<file path="src/rtl/mem_port_arbiter.sv">
// -----------------------------------------------------------------------------
// mem_port_arbiter
//   Arbitrates N_CLIENTS requesting modules onto the single memory_unit command
//   port. A winning client's command is latched on grant, issued to memory as a
//   one-cycle mem_execute pulse, tracked through the mem_ready handshake
//   (ready drops = accepted, ready rises = finished), and acknowledged to the
//   owner with a one-cycle done pulse. Only one transaction is ever in flight.
//   MODE=0 grants the client named by sel_in; MODE=1 rotates over req_execute.
//
// Ports
//   clk          clock
//   rst          asynchronous reset, active low
//   sel_in       owner index (MODE=0 only)
//   req_execute  per-client request, held until that client's done
//   req_func     per-client 2-bit func, client i at [2i+1:2i]
//   req_addr1    per-client address1, client i at [ADDR_W*i +: ADDR_W]
//   req_addr2    per-client address2, client i at [ADDR_W*i +: ADDR_W]
//   req_wdata    per-client write data, client i at [DATA_W*i +: DATA_W]
//   grant        one-hot, high from latch until the done cycle (inclusive)
//   done         one-cycle pulse to the owner when its transaction completes
//   owner        index of the current / last granted client
//   mem_func, mem_execute, mem_addr1, mem_addr2, mem_wdata   memory command
//   mem_ready    memory_unit is_ready
//   timeout_err  sticky; set when a transaction is abandoned, cleared by rst
// -----------------------------------------------------------------------------
module mem_port_arbiter #(
   parameter int N_CLIENTS = 5,
   parameter int ADDR_W    = 16,
   parameter int DATA_W    = 32,
   parameter int SEL_W     = $clog2(N_CLIENTS),
   parameter int MODE      = 0,
   parameter int TIMEOUT   = 255
) (
   input  logic                          clk,
   input  logic                          rst,
   input  logic [SEL_W-1:0]              sel_in,
   input  logic [N_CLIENTS-1:0]          req_execute,
   input  logic [2*N_CLIENTS-1:0]        req_func,
   input  logic [ADDR_W*N_CLIENTS-1:0]   req_addr1,
   input  logic [ADDR_W*N_CLIENTS-1:0]   req_addr2,
   input  logic [DATA_W*N_CLIENTS-1:0]   req_wdata,
   output logic [N_CLIENTS-1:0]          grant,
   output logic [N_CLIENTS-1:0]          done,
   output logic [SEL_W-1:0]              owner,
   output logic [1:0]                    mem_func,
   output logic                          mem_execute,
   output logic [ADDR_W-1:0]             mem_addr1,
   output logic [ADDR_W-1:0]             mem_addr2,
   output logic [DATA_W-1:0]             mem_wdata,
   input  logic                          mem_ready,
   output logic                          timeout_err
);

   typedef enum logic [2:0] {
      ST_IDLE      = 3'd0,
      ST_ISSUE     = 3'd1,
      ST_WAIT_ACK  = 3'd2,
      ST_WAIT_DONE = 3'd3,
      ST_DONE      = 3'd4
   } state_t;

   // One-hot decode of a client index.
   function automatic logic [N_CLIENTS-1:0] onehot(input logic [SEL_W-1:0] idx);
      logic [N_CLIENTS-1:0] v;
      v = {N_CLIENTS{1'b0}};
      for (int i = 0; i < N_CLIENTS; i++) begin
         if (idx == SEL_W'(i)) begin
            v[i] = 1'b1;
         end else begin
            v[i] = 1'b0;
         end
      end
      return v;
   endfunction

   // Round-robin successor: the client after p, wrapping at N_CLIENTS-1.
   function automatic logic [SEL_W-1:0] next_ptr(input logic [SEL_W-1:0] p);
      if (p == SEL_W'(N_CLIENTS - 1)) begin
         return {SEL_W{1'b0}};
      end else begin
         return p + SEL_W'(1);
      end
   endfunction

   state_t               state_r, state_s;
   logic [N_CLIENTS-1:0] grant_r, grant_s;
   logic [N_CLIENTS-1:0] done_r, done_s;
   logic [SEL_W-1:0]     owner_r, owner_s;
   logic [1:0]           mem_func_r, mem_func_s;
   logic                 mem_execute_r, mem_execute_s;
   logic [ADDR_W-1:0]    mem_addr1_r, mem_addr1_s;
   logic [ADDR_W-1:0]    mem_addr2_r, mem_addr2_s;
   logic [DATA_W-1:0]    mem_wdata_r, mem_wdata_s;
   logic                 timeout_err_r, timeout_err_s;
   logic [SEL_W-1:0]     rr_ptr_r, rr_ptr_s;
   logic [7:0]           cnt_r, cnt_s;

   logic                 win_valid_s;
   logic [SEL_W-1:0]     win_idx_s;
   logic                 hi_hit_s, lo_hit_s;
   logic [SEL_W-1:0]     hi_idx_s, lo_idx_s;
   logic [1:0]           cand_func_s;
   logic [ADDR_W-1:0]    cand_addr1_s, cand_addr2_s;
   logic [DATA_W-1:0]    cand_wdata_s;
   logic [7:0]           cnt_inc_s;
   logic                 timeout_hit_s;

   // Winner selection evaluated every cycle; only consumed in IDLE.
   // Round-robin: lowest requester at or above rr_ptr, else lowest overall (wrap).
   always_comb begin
      win_valid_s = 1'b0;
      win_idx_s   = {SEL_W{1'b0}};
      hi_hit_s    = 1'b0;
      lo_hit_s    = 1'b0;
      hi_idx_s    = {SEL_W{1'b0}};
      lo_idx_s    = {SEL_W{1'b0}};
      if (MODE != 0) begin
         for (int i = N_CLIENTS - 1; i >= 0; i--) begin
            if (req_execute[i]) begin
               lo_hit_s = 1'b1;
               lo_idx_s = SEL_W'(i);
               if (SEL_W'(i) >= rr_ptr_r) begin
                  hi_hit_s = 1'b1;
                  hi_idx_s = SEL_W'(i);
               end else begin
                  hi_hit_s = hi_hit_s;
               end
            end else begin
               lo_hit_s = lo_hit_s;
            end
         end
         win_valid_s = lo_hit_s;
         win_idx_s   = hi_hit_s ? hi_idx_s : lo_idx_s;
      end else begin
         // An out-of-range sel_in matches no client and so never wins.
         for (int i = 0; i < N_CLIENTS; i++) begin
            if ((sel_in == SEL_W'(i)) && req_execute[i]) begin
               win_valid_s = 1'b1;
               win_idx_s   = sel_in;
            end else begin
               win_valid_s = win_valid_s;
            end
         end
      end
   end

   // Extract the winner's command fields from the packed request buses.
   always_comb begin
      cand_func_s  = 2'b00;
      cand_addr1_s = {ADDR_W{1'b0}};
      cand_addr2_s = {ADDR_W{1'b0}};
      cand_wdata_s = {DATA_W{1'b0}};
      for (int i = 0; i < N_CLIENTS; i++) begin
         if (win_idx_s == SEL_W'(i)) begin
            cand_func_s  = req_func[2*i +: 2];
            cand_addr1_s = req_addr1[ADDR_W*i +: ADDR_W];
            cand_addr2_s = req_addr2[ADDR_W*i +: ADDR_W];
            cand_wdata_s = req_wdata[DATA_W*i +: DATA_W];
         end else begin
            cand_func_s = cand_func_s;
         end
      end
   end

   // Saturating wait counter; timeout fires once TIMEOUT wait cycles have elapsed.
   always_comb begin
      cnt_inc_s     = (cnt_r == 8'hFF) ? 8'hFF : (cnt_r + 8'd1);
      timeout_hit_s = (32'(cnt_inc_s) == TIMEOUT);
   end

   // Next-state and next-output logic; every output is registered below.
   always_comb begin
      state_s       = state_r;
      grant_s       = grant_r;
      done_s        = {N_CLIENTS{1'b0}};
      owner_s       = owner_r;
      mem_func_s    = mem_func_r;
      mem_execute_s = 1'b0;
      mem_addr1_s   = mem_addr1_r;
      mem_addr2_s   = mem_addr2_r;
      mem_wdata_s   = mem_wdata_r;
      timeout_err_s = timeout_err_r;
      rr_ptr_s      = rr_ptr_r;
      cnt_s         = cnt_r;
      case (state_r)
         ST_IDLE: begin
            if (mem_ready && win_valid_s) begin
               state_s       = ST_ISSUE;
               grant_s       = onehot(win_idx_s);
               owner_s       = win_idx_s;
               mem_func_s    = cand_func_s;
               mem_addr1_s   = cand_addr1_s;
               mem_addr2_s   = cand_addr2_s;
               mem_wdata_s   = cand_wdata_s;
               mem_execute_s = 1'b1;
            end else begin
               state_s = ST_IDLE;
            end
         end
         ST_ISSUE: begin
            state_s = ST_WAIT_ACK;
            cnt_s   = 8'd0;
         end
         ST_WAIT_ACK: begin
            cnt_s = cnt_inc_s;
            if (timeout_hit_s) begin
               state_s       = ST_DONE;
               timeout_err_s = 1'b1;
               done_s        = grant_r;
            end else if (!mem_ready) begin
               state_s = ST_WAIT_DONE;
            end else begin
               state_s = ST_WAIT_ACK;
            end
         end
         ST_WAIT_DONE: begin
            cnt_s = cnt_inc_s;
            if (timeout_hit_s) begin
               state_s       = ST_DONE;
               timeout_err_s = 1'b1;
               done_s        = grant_r;
            end else if (mem_ready) begin
               state_s = ST_DONE;
               done_s  = grant_r;
            end else begin
               state_s = ST_WAIT_DONE;
            end
         end
         ST_DONE: begin
            state_s = ST_IDLE;
            grant_s = {N_CLIENTS{1'b0}};
            if (MODE != 0) begin
               rr_ptr_s = next_ptr(owner_r);
            end else begin
               rr_ptr_s = rr_ptr_r;
            end
         end
         default: begin
            state_s = ST_IDLE;
            grant_s = {N_CLIENTS{1'b0}};
         end
      endcase
   end

   // State and output registers with asynchronous active-low reset.
   always_ff @(posedge clk or negedge rst) begin
      if (!rst) begin
         state_r       <= ST_IDLE;
         grant_r       <= {N_CLIENTS{1'b0}};
         done_r        <= {N_CLIENTS{1'b0}};
         owner_r       <= {SEL_W{1'b0}};
         mem_func_r    <= 2'b00;
         mem_execute_r <= 1'b0;
         mem_addr1_r   <= {ADDR_W{1'b0}};
         mem_addr2_r   <= {ADDR_W{1'b0}};
         mem_wdata_r   <= {DATA_W{1'b0}};
         timeout_err_r <= 1'b0;
         rr_ptr_r      <= {SEL_W{1'b0}};
         cnt_r         <= 8'd0;
      end else begin
         state_r       <= state_s;
         grant_r       <= grant_s;
         done_r        <= done_s;
         owner_r       <= owner_s;
         mem_func_r    <= mem_func_s;
         mem_execute_r <= mem_execute_s;
         mem_addr1_r   <= mem_addr1_s;
         mem_addr2_r   <= mem_addr2_s;
         mem_wdata_r   <= mem_wdata_s;
         timeout_err_r <= timeout_err_s;
         rr_ptr_r      <= rr_ptr_s;
         cnt_r         <= cnt_s;
      end
   end

   assign grant       = grant_r;
   assign done        = done_r;
   assign owner       = owner_r;
   assign mem_func    = mem_func_r;
   assign mem_execute = mem_execute_r;
   assign mem_addr1   = mem_addr1_r;
   assign mem_addr2   = mem_addr2_r;
   assign mem_wdata   = mem_wdata_r;
   assign timeout_err = timeout_err_r;

endmodule

</file>
<file path="config.mk">
export PLATFORM = sky130hd
export DESIGN_NAME = mem_port_arbiter
export DESIGN_NICKNAME = d
export VERILOG_FILES = /design/src/rtl/mem_port_arbiter.sv
export SDC_FILE = /design/constraint.sdc
export NUM_CORES = 1
export LEC_CHECK = 0
export BUFFER_PORTS_ARGS = -buffer_cell sky130_fd_sc_hd__buf_2
export CAP_MARGIN = 20
export CORE_MARGIN = 3
export CORE_UTILIZATION = 27
export CTS_CLUSTER_DIAMETER = 200
export DETAILED_ROUTE_END_ITERATION = 8
export HOLD_SLACK_MARGIN = 0.02
export PLACE_DENSITY = 0.63
export SYNTH_ARGS = -nofsm -noshare
export SYNTH_HDL_FRONTEND = slang
export SYNTH_SLANG_ARGS = --single-unit
</file>
<file path="constraint.sdc">
create_clock -name clk -period 1.7 [get_ports clk]
set_input_delay 0.255 -clock clk [delete_from_list [all_inputs] [get_ports clk]]
set_output_delay 0.255 -clock clk [all_outputs]
set_load 0.01 [all_outputs]
</file>
==> flow_metrics.env <==
export IMPL_outcome="finished clean"
export IMPL_worstMarginPinSlew_ps=461
export IMPL_placementRows=57
export IMPL_synth_edff_count=0
export IMPL_grt_antenna_before_repair=2
export IMPL_htreeDepth=3
export IMPL_async_flop_share_pct=100
export IMPL_rrSetupSlack_ps=80
export IMPL_start_kind="input port"
export IMPL_vias_per_cell=5.74
export IMPL_layout_min_cycle_time_ps=1660
export IMPL_cts_buffers=9
export IMPL_crit_fanout=39
export IMPL_die_width_um=165
export IMPL_drt_met1_wl_um=12400
export IMPL_ys_ff_latch=92
export IMPL_fmax_ghz=0.601
export IMPL_final_common_cell="buf_2"
export IMPL_rsz0062_at_grt="true"
export IMPL_coreArea_mm2=0.0245
export IMPL_finalSetupViolations=0
export IMPL_cpMaxStageDelayCell="a221o_1"
export IMPL_synth_flop_cell="dfrtp_1"
export IMPL_seq_area_frac_synth_pct=33.9
export IMPL_wirelength_um=31400
export IMPL_dpl_hpwl_um=22600
export IMPL_syn_avg_cell_area_um2=8.21
export IMPL_syn_nets=1169
export IMPL_max_stage_delay_ps=420
export IMPL_timing_rr_start="cnt_r[0]$_DFFE_PN0P_"
export IMPL_cts_root_buf="clkbuf_16"
export IMPL_p_leak_uw=0.00506
export IMPL_gp_congestion=0.813
export IMPL_grt_first_pass_wirelength_um=46700
export IMPL_multi_input_area_mm2=0.00363
export IMPL_start_util_pct=27.7
export IMPL_cts_sinks=92
export IMPL_path_depth=6
export IMPL_yosysWarnings=0
export IMPL_post_cts_setup_buffer_count=0
export IMPL_top_layer="met4"
export IMPL_hold_violations=0
export IMPL_drt_first_iter_violations=795
export IMPL_dieHeight_um=165
export IMPL_end_kind="register"
export IMPL_clock_latency_ps=350
export IMPL_drc=0
export IMPL_io_buffers=421
export IMPL_cp_arrival_ps=1900
export IMPL_startpoint="sel_in[1]"
export IMPL_ys_types=46
export IMPL_wl_met3_um=3030
export IMPL_path_clk_slew_ps=70
export IMPL_p_per_area_mw_per_mm2=1020
export IMPL_crit_end="mem_wdata[3]$_DFFE_PN0N_"
export IMPL_slew_violations=0
export IMPL_cp_num_buf_inv=2
export IMPL_max_slew_margin_pct=69.2
export IMPL_required_ps=1940
export IMPL_ir_worst_vdd_uv=413
export IMPL_die_area_mm2=0.0271
export IMPL_io_pins=422
export IMPL_min_path_type="in -> reg"
export IMPL_seqCellArea_mm2=0.00230
export IMPL_cap_violations=0
export IMPL_avgRoutedWirePerCell_um=20.3
export IMPL_crit_reg2reg_capture="done[2]$_DFF_PN0_"
export IMPL_post_route_period_util_pct=97.9
export IMPL_cts_max_path_buffers=2
export IMPL_netlist_instances=827
export IMPL_grt_remaining_overflow=0
export IMPL_critPathTopFamily="compound AO/OA/AOI/OAI gates"
export IMPL_drt_first_pass_iters=6
export IMPL_worstPathCellList="buf_2, mux2_2, a221o_1, or2_4, buf_12, a32o_1"
export IMPL_area_growth_pct=47.1
export IMPL_grt_pass1_vias=8584
export IMPL_cts_tree="built"
export IMPL_power_total_uw=10200
export IMPL_grt_usage_pct=21.6
export IMPL_grt_max_degree=60
export IMPL_worstSetupPathType="in -> reg"
export IMPL_fin_util_pct=40.7
export IMPL_reg2reg_depth=6
export IMPL_fin_skew_ps=7.46
export IMPL_num_vias=8885
export IMPL_wl_met2_um=15100
export IMPL_n_fill_cell=2538
export IMPL_drive_gt1_share_pct=42.4
export IMPL_final_net_count=1558
export IMPL_ant_nets=0
export IMPL_synthesis_area_mm2=0.00679
export IMPL_final_cell_mix="420 x buf_2, 149 x a21oi_1, 134 x inv_1"
-- where the power goes --
part / internal, uW / switching [uW]
sequential: 3000 / 499
clock: 1340 / 941
combinational: 2090 / 2310
total: 6430 / 3750
-- flip-flops by register name, indices dropped and copies added, names as in the netlist --
register	count
mem_wdata	32
mem_addr1	16
mem_addr2	16
cnt_r	8
done	5
grant	5
owner	3
state_r	3
mem_func	2
mem_execute	1
timeout_err	1
-- area by class of cell --
cell class / instances / share of cell area (%)
multi-input combinational: 501 / 36.3
inverter: 135 / 5.07
clock buffer: 10 / 2.39
sequential: 92 / 23.0
timing repair buffer: 477 / 28.1
clock inverter: 6 / 0.952
tap: 324 / 4.06
antenna: 2 / 0.0501
-- timing repair --
| action | 4_1_cts | 5_1_grt |
|---|---|---|
| hold endpoints to repair | 92 | 0 |
| hold buffers | 1 | 0 |
| cloned | 0 | 0 |
| gates resized for setup | 2 | 6 |
| endpoints found under the setup margin | 1 | 14 |
-- kinds of logic (layout without fill, tap and decap cells) --
family | after synthesis | count (layout) | synth area share, %
buf+inv | 234 | 628 | 13.9
simple gates | 54 | 54 | 4.31
other cells | 0 | 2 | 0
compound gates | 439 | 439 | 46.6
flops | 92 | 92 | 33.9
mux | 6 | 6 | 0.958
xor+xnor | 1 | 1 | 0.129
fa+ha+maj | 1 | 1 | 0.184
-- layer usage --
metal  GRT usage [%]  vias to the layer above
li1                -                     4008
met1            27.6                     4254
met2            35.8                      555
met3            5.97                       68
met4            6.37                        0
met5               0                        -
-- worst min-delay path by stage --
stage          startpoint                       to  slack [ps]  cells after the start
2_1_floorplan         rst     cnt_r[0]$_DFFE_PN0P_         -40                      0
4_1_cts         mem_ready     state_r[0]$_DFF_PN0_         110                      2
5_1_grt         mem_ready     state_r[0]$_DFF_PN0_         110                      2
3_5_place_dp          rst  mem_func[0]$_DFFE_PN0N_         280                      2
6_report        mem_ready     state_r[0]$_DFF_PN0_         140                      2
3_3_place_gp          rst     grant[1]$_DFFE_PN0P_         280                      2
-- stage by stage --
step	instances	hold WS [ps]	cell area (um^2)	setup TNS (ps)	setup slack, ps
final	1547	141	9990	0	35.6
after global routing	1547	106	9990	-77.2	-34.4
after CTS	1545	113	9950	0	53.4
after detailed placement	1528	282	9590	-18800	-309
after global placement	1528	281	9590	-17190	-288
after floorplan	827	-40.6	6820	-7160	-143
-- Yosys cell counts (2+ instances only) --
master	count	area share (%)
a21oi_1	149	11
inv_1	134	7.4
dfrtp_1	92	34
clkbuf_1	74	4.1
a221oi_1	66	8.5
a32o_1	66	9.7
o221ai_1	66	8.5
o22ai_1	66	6.1
nand2_1	17	0.94
buf_2	11	0.81
nor2_1	7	0.39
nor2b_1	6	0.55
buf_1	5	0.28
buf_6	5	0.83
a211oi_1	4	0.44
a31oi_1	4	0.37
and2_1	4	0.37
buf_4	4	0.44
nand3_1	4	0.29
o21ai_0	4	0.29
a311oi_1	3	0.39
nor3_1	3	0.22
o31ai_1	3	0.33
and3_1	2	0.18
and3b_1	2	0.26
mux2_1	2	0.33
mux2_2	2	0.33
mux2i_1	2	0.29
nand2b_1	2	0.18
nor4b_1	2	0.26
(Power assumes the default switching activity.)
